### src/rtl/uart_frame_decoder.sv
// Byte-stream frame decoder: SYNC, CMD, LEN, payload, XOR checksum.
// Good frames are latched onto the frame_* outputs; aborted frames pulse frame_err with a reason.
module uart_frame_decoder #(
  parameter int unsigned MAX_LEN      = 8,
  parameter logic [7:0]  SYNC_BYTE    = 8'hA5,
  parameter int unsigned TIMEOUT_CLKS = 100000
) (
  input  logic                   clk,
  input  logic                   reset,
  input  logic                   rx_done,
  input  logic [7:0]             rx_byte,
  output logic                   frame_valid,
  output logic [7:0]             frame_cmd,
  output logic [3:0]             frame_len,
  output logic [8*MAX_LEN-1:0]   frame_data,
  output logic                   frame_err,
  output logic [1:0]             err_code
);

  localparam int unsigned IdxW = $clog2(MAX_LEN + 1);
  localparam int unsigned CntW = (TIMEOUT_CLKS > 2) ? $clog2(TIMEOUT_CLKS) : 1;

  typedef enum logic [2:0] {StHunt, StCmd, StLen, StData, StChk} state_e;

  state_e               state_q, state_d;
  logic [CntW-1:0]      cnt_q, cnt_d;
  logic [IdxW-1:0]      idx_q, idx_d;
  logic [7:0]           chk_q, chk_d;
  logic [7:0]           cmd_q, cmd_d;
  logic [3:0]           len_q, len_d;
  logic [8*MAX_LEN-1:0] buf_q, buf_d;
  logic                 valid_d, err_d;
  logic [1:0]           code_d;
  logic                 frame_valid_q, frame_err_q;
  logic [1:0]           err_code_q;
  logic [7:0]           frame_cmd_q;
  logic [3:0]           frame_len_q;
  logic [8*MAX_LEN-1:0] frame_data_q;
  logic [IdxW-1:0]      idx_nxt;

  assign idx_nxt = idx_q + 1'b1;

  // Next-state: byte-driven frame parsing plus inter-byte timeout.
  always_comb begin
    state_d = state_q;
    cnt_d   = cnt_q;
    idx_d   = idx_q;
    chk_d   = chk_q;
    cmd_d   = cmd_q;
    len_d   = len_q;
    buf_d   = buf_q;
    valid_d = 1'b0;
    err_d   = 1'b0;
    code_d  = err_code_q;

    if (rx_done || state_q == StHunt) begin
      cnt_d = '0;
    end else begin
      cnt_d = cnt_q + 1'b1;
    end

    if (rx_done) begin
      // A received byte always wins over a coincident timeout.
      unique case (state_q)
        StHunt: begin
          if (rx_byte == SYNC_BYTE) begin
            state_d = StCmd;
            buf_d   = '0;
            idx_d   = '0;
          end
        end
        StCmd: begin
          cmd_d   = rx_byte;
          chk_d   = rx_byte;
          state_d = StLen;
        end
        StLen: begin
          idx_d = '0;
          if (rx_byte > 8'(MAX_LEN)) begin
            err_d   = 1'b1;
            code_d  = 2'b01;
            state_d = StHunt;
          end else begin
            len_d   = rx_byte[3:0];
            chk_d   = chk_q ^ rx_byte;
            state_d = (rx_byte == 8'd0) ? StChk : StData;
          end
        end
        StData: begin
          buf_d[8*int'(idx_q) +: 8] = rx_byte;
          chk_d = chk_q ^ rx_byte;
          idx_d = idx_nxt;
          if (4'(idx_nxt) == len_q) begin
            state_d = StChk;
          end
        end
        StChk: begin
          if (rx_byte == chk_q) begin
            valid_d = 1'b1;
          end else begin
            err_d  = 1'b1;
            code_d = 2'b10;
          end
          state_d = StHunt;
        end
        default: state_d = StHunt;
      endcase
    end else if (state_q != StHunt && cnt_q == CntW'(TIMEOUT_CLKS - 1)) begin
      err_d   = 1'b1;
      code_d  = 2'b11;
      state_d = StHunt;
      cnt_d   = '0;
    end
  end

  // Working registers of the frame currently being parsed.
  always_ff @(posedge clk or posedge reset) begin
    if (reset) begin
      state_q <= StHunt;
      cnt_q   <= '0;
      idx_q   <= '0;
      chk_q   <= '0;
      cmd_q   <= '0;
      len_q   <= '0;
      buf_q   <= '0;
    end else begin
      state_q <= state_d;
      cnt_q   <= cnt_d;
      idx_q   <= idx_d;
      chk_q   <= chk_d;
      cmd_q   <= cmd_d;
      len_q   <= len_d;
      buf_q   <= buf_d;
    end
  end

  // Output registers: pulses for one cycle, frame fields only update on a good frame.
  always_ff @(posedge clk or posedge reset) begin
    if (reset) begin
      frame_valid_q <= 1'b0;
      frame_err_q   <= 1'b0;
      err_code_q    <= '0;
      frame_cmd_q   <= '0;
      frame_len_q   <= '0;
      frame_data_q  <= '0;
    end else begin
      frame_valid_q <= valid_d;
      frame_err_q   <= err_d;
      err_code_q    <= code_d;
      if (valid_d) begin
        frame_cmd_q  <= cmd_q;
        frame_len_q  <= len_q;
        frame_data_q <= buf_q;
      end
    end
  end

  assign frame_valid = frame_valid_q;
  assign frame_err   = frame_err_q;
  assign err_code    = err_code_q;
  assign frame_cmd   = frame_cmd_q;
  assign frame_len   = frame_len_q;
  assign frame_data  = frame_data_q;

endmodule

### config.mk
export PLATFORM = sky130hd
export DESIGN_NAME = uart_frame_decoder
export DESIGN_NICKNAME = d
export VERILOG_FILES = /design/src/rtl/uart_frame_decoder.sv
export SDC_FILE = /design/constraint.sdc
export NUM_CORES = 1
export LEC_CHECK = 0
export ABC_AREA = 1
export BUFFER_PORTS_ARGS = -buffer_cell sky130_fd_sc_hd__buf_2
export CAP_MARGIN = 30
export CORE_MARGIN = 3
export CORE_UTILIZATION = 60
export DETAILED_ROUTE_END_ITERATION = 10
export PLACE_DENSITY = 0.81
export SLEW_MARGIN = 20
export SYNTH_ARGS = -nofsm -noshare
export SYNTH_HDL_FRONTEND = slang
export SYNTH_SLANG_ARGS = --single-unit
### constraint.sdc
create_clock -name clk -period 11.4 [get_ports clk]
set_input_delay 2.28 -clock clk [delete_from_list [all_inputs] [get_ports clk]]
set_output_delay 2.28 -clock clk [all_outputs]
set_load 0.005 [all_outputs]
==> results.yml <==
critical_path:
  required_ns: 11.77
  critPathLaunchType: "input pin"
  arrival_ns: 4.16
  critPathKind: "input pin to register"
  max_stage_delay_ns: 0.52
  path_cells: "buf_2 -> xnor2_1 -> nand2_1 -> nor2_1 -> nand3_2 -> inv_2 -> buf_4 -> nand2_1 -> nand2_1"
  critPathMaxFanout: 40
  cp_num_buf_inv: 3
  worst_path_dominant_cell_family: "buffers and inverters"
  end_kind: "register"
  slowest_stage: "buf_4"
  cpMostUsedCell: "nand2_1"
logic_synthesis:
  synth_compound_area_share_pct: 3.62
  syn_nets: 1064
  synth_cell_types: 30
  synthesis.instances: 1049
  synth-warning-count: 0
  yosys-top-cells-area: "dfrtp_1, nand2_1, nand3_1"
  synthXorXnorAreaFrac_pct: 1.35
  yosys-mux-area-fraction_pct: 0
  synth_top_family_by_area: "simple AND/OR/NAND/NOR gates"
  yosysSeqAreaShare_pct: 55.6
  yosys.area.top_type: "dfrtp_1"
  synth_fa_ha_area_share_pct: 0.591
  synth_top_area_share_pct: 55.6
  syn_area_um2: 8460
  syn_area_per_cell_um2: 8.07
  synth-simple-area-share_pct: 33.2
  synth_seq_cells: 188
timing:
  rsz0062_at_grt: "no"
  setup_tns_ns: 0
  fmax_ghz: 0.264
  finClkSkew_ns: 0.00882
  period_share_pct: 33.3
  worst_slew_pin_slew_ns: 0.833
  setup_viol: 0
  fin_crit_ns: 3.79
  final_max_slew_viol_count: 0
  hold_viol: 0
  slew_headroom_pct: 44.5
power:
  p_sw_mw: 0.596
  clkPwrFrac_pct: 32.3
  power_frac_comb_pct: 23.6
  sw_frac_of_total_pct: 34.4
  p_leak_nw: 5.48
  p_seq_share_pct: 44.0
  internal-power_mw: 1.14
  ir_drop_uv: 102
  p_per_area_nw_per_um2: 181
die:
  rows: 42
  die_x_um: 125
  initial_utilization_pct: 62.7
  die_h_um: 125
  core-area_um2: 13500
  pin_count: 91
  dieArea_um2: 15600
grt:
  grt_usage_pct: 26.5
  grt_max_degree: 107
  grt.overflow.total: 0
  grt_pass1_vias: 6808
  antenna_found_initial: 0
  grt_pass1_wl_um: 33400
routing:
  drtAntennaViolNets: 0
  wl_per_cell_um: 14.9
  vias_per_cell: 5.36
  drc: 0
  drt_pass1_iterations: 6
  drt_iter0_drc: 628
  via_count: 7109
  totalWireLength_um: 19800
worst_hold_path:
  hp-class: "register to register"
finish:
  diodes: 0
  final_cells: 1326
  final_cell_mix: "nand2_1, dfrtp_1, buf_2, inv_1, nor2_1"
  fin_nets: 1152
  num-fill-cells: 1030
  final_common_cell: "nand2_1"
  final_area_um2: 9600
  regArea_um2: 4700
  drive_gt1_share_pct: 14.4
  syn2layout_area_growth_pct: 13.4
  multi_input_area_um2: 3280
clocking:
  post_cts_resized: 0
  clk_path_buf_depth: 2
  postCtsHoldBufs: 0
  cts_sinks: 188
  root_buffer: "clkbuf_16"
  cts_setup_buffers: 0
  cts_tree: "done"
  clk_pin_slew_worst_paths_ns: 0.06
  cts_buffers: 17
  clock_latency_ns: 0.43
  h-tree-depth: 4
place:
  io_buffers: 90
  dpl-instance-area_um2: 9010
  dp_cells: 1293
  place_hpwl_um: 13400
  globalplace.congestion: 0.902
flow_run:
  maxCapViolCount: 0
status:
  status: "finished clean"
## power by group through the flow
stage	clock (mW)	combinational, mW	sequential, mW
6_report	0.560	0.410	0.763
5_1_grt	0.598	0.467	0.770
4_1_cts	0.568	0.405	0.762
3_5_place_dp	0	0.400	0.773
3_3_place_gp	0	0.388	0.772
2_1_floorplan	0	0.332	0.752
## cells by family after synthesis
kind of cell	Yosys count
AND/OR/NAND/NOR	680
flip-flops	188
buffers and inverters	108
AO/OA/AOI/OAI	56
XOR/XNOR	13
adder cells (fa/ha/maj)	4
## metal layers
metal | wire, um | vias up | global-route usage (%)
met3 | 1190 | 34 | 4.85
met4 | 427 | 0 | 9.03
li1 | - | 3444 | -
met2 | 9410 | 241 | 42.0
met1 | 8790 | 3390 | 37.3
met5 | 0 | - | 0
## flip-flops by register name, indices dropped and copies added (netlist names), 2 cells and up
name and flops:
err_code 2, idx_q 4, frame_len 4, len_q 4, frame_data 64, chk_q 8, cnt_q 17, state_q 3
frame_cmd 8, cmd_q 8, buf_q 64
## per-stage QoR
| step | setup slack [ns] | total power, mW | utilization, % | hold slack, ns |
|---|---|---|---|---|
| 4_1_cts | 7.64 | 1.73 | 70.8 | 0.460 |
| 6_report | 7.61 | 1.73 | 71.0 | 0.457 |
| 3_3_place_gp | 7.20 | 1.16 | 66.6 | 0.446 |
| 5_1_grt | 7.41 | 1.83 | 71.0 | 0.494 |
| 3_5_place_dp | 7.20 | 1.17 | 66.7 | 0.452 |
| 2_1_floorplan | 4.01 | 1.08 | - | 0.432 |
## final cells by class
cell class,instances,area share [%]
clock buffer,19,4.62
clock inverter,13,1.19
inverter,82,3.26
multi-input combinational,753,34.2
sequential,188,49.0
tap,176,2.29
timing repair buffer,95,5.42
## cell usage after synthesis
cell / number
buf_6: 7
nor4_1: 1
ha_1: 4
buf_2: 6
clkbuf_1: 10
nand3b_1: 1
nand2_4: 2
xnor2_1: 10
nand3_2: 4
nand4_1: 12
o21ai_2: 5
a21oi_1: 16
nand2_2: 5
nor2_8: 1
nand2_1: 497
nand3_1: 65
nor2_1: 68
nor3_1: 12
o21a_1: 2
inv_2: 11
dfrtp_1: 188
nor2_4: 3
inv_1: 71
nor3_4: 1
o21ai_0: 32
buf_4: 3
a211oi_1: 1
nor3b_1: 1
nor2_2: 7
xor2_1: 3
## path summary, 6_finish.rpt
| kind | from | endpoint | slack [ns] | cells after the start |
|---|---|---|---|---|
| max | rx_byte[7] | frame_data[55] | 7.61 | 9 |
| min | cnt_q[0] | cnt_q[0] | 0.46 | 1 |
| max reg2reg | idx_q[0] | buf_q[62] | 8.56 | 10 |
| min reg2reg | cnt_q[0] | cnt_q[0] | 0.46 | 1 |
| max in group asynchronous | reset | chk_q[0] | 8.56 | 4 |
| min in group asynchronous | reset | frame_data[0] | 1.78 | 2 |
(Power assumes the default switching activity.)
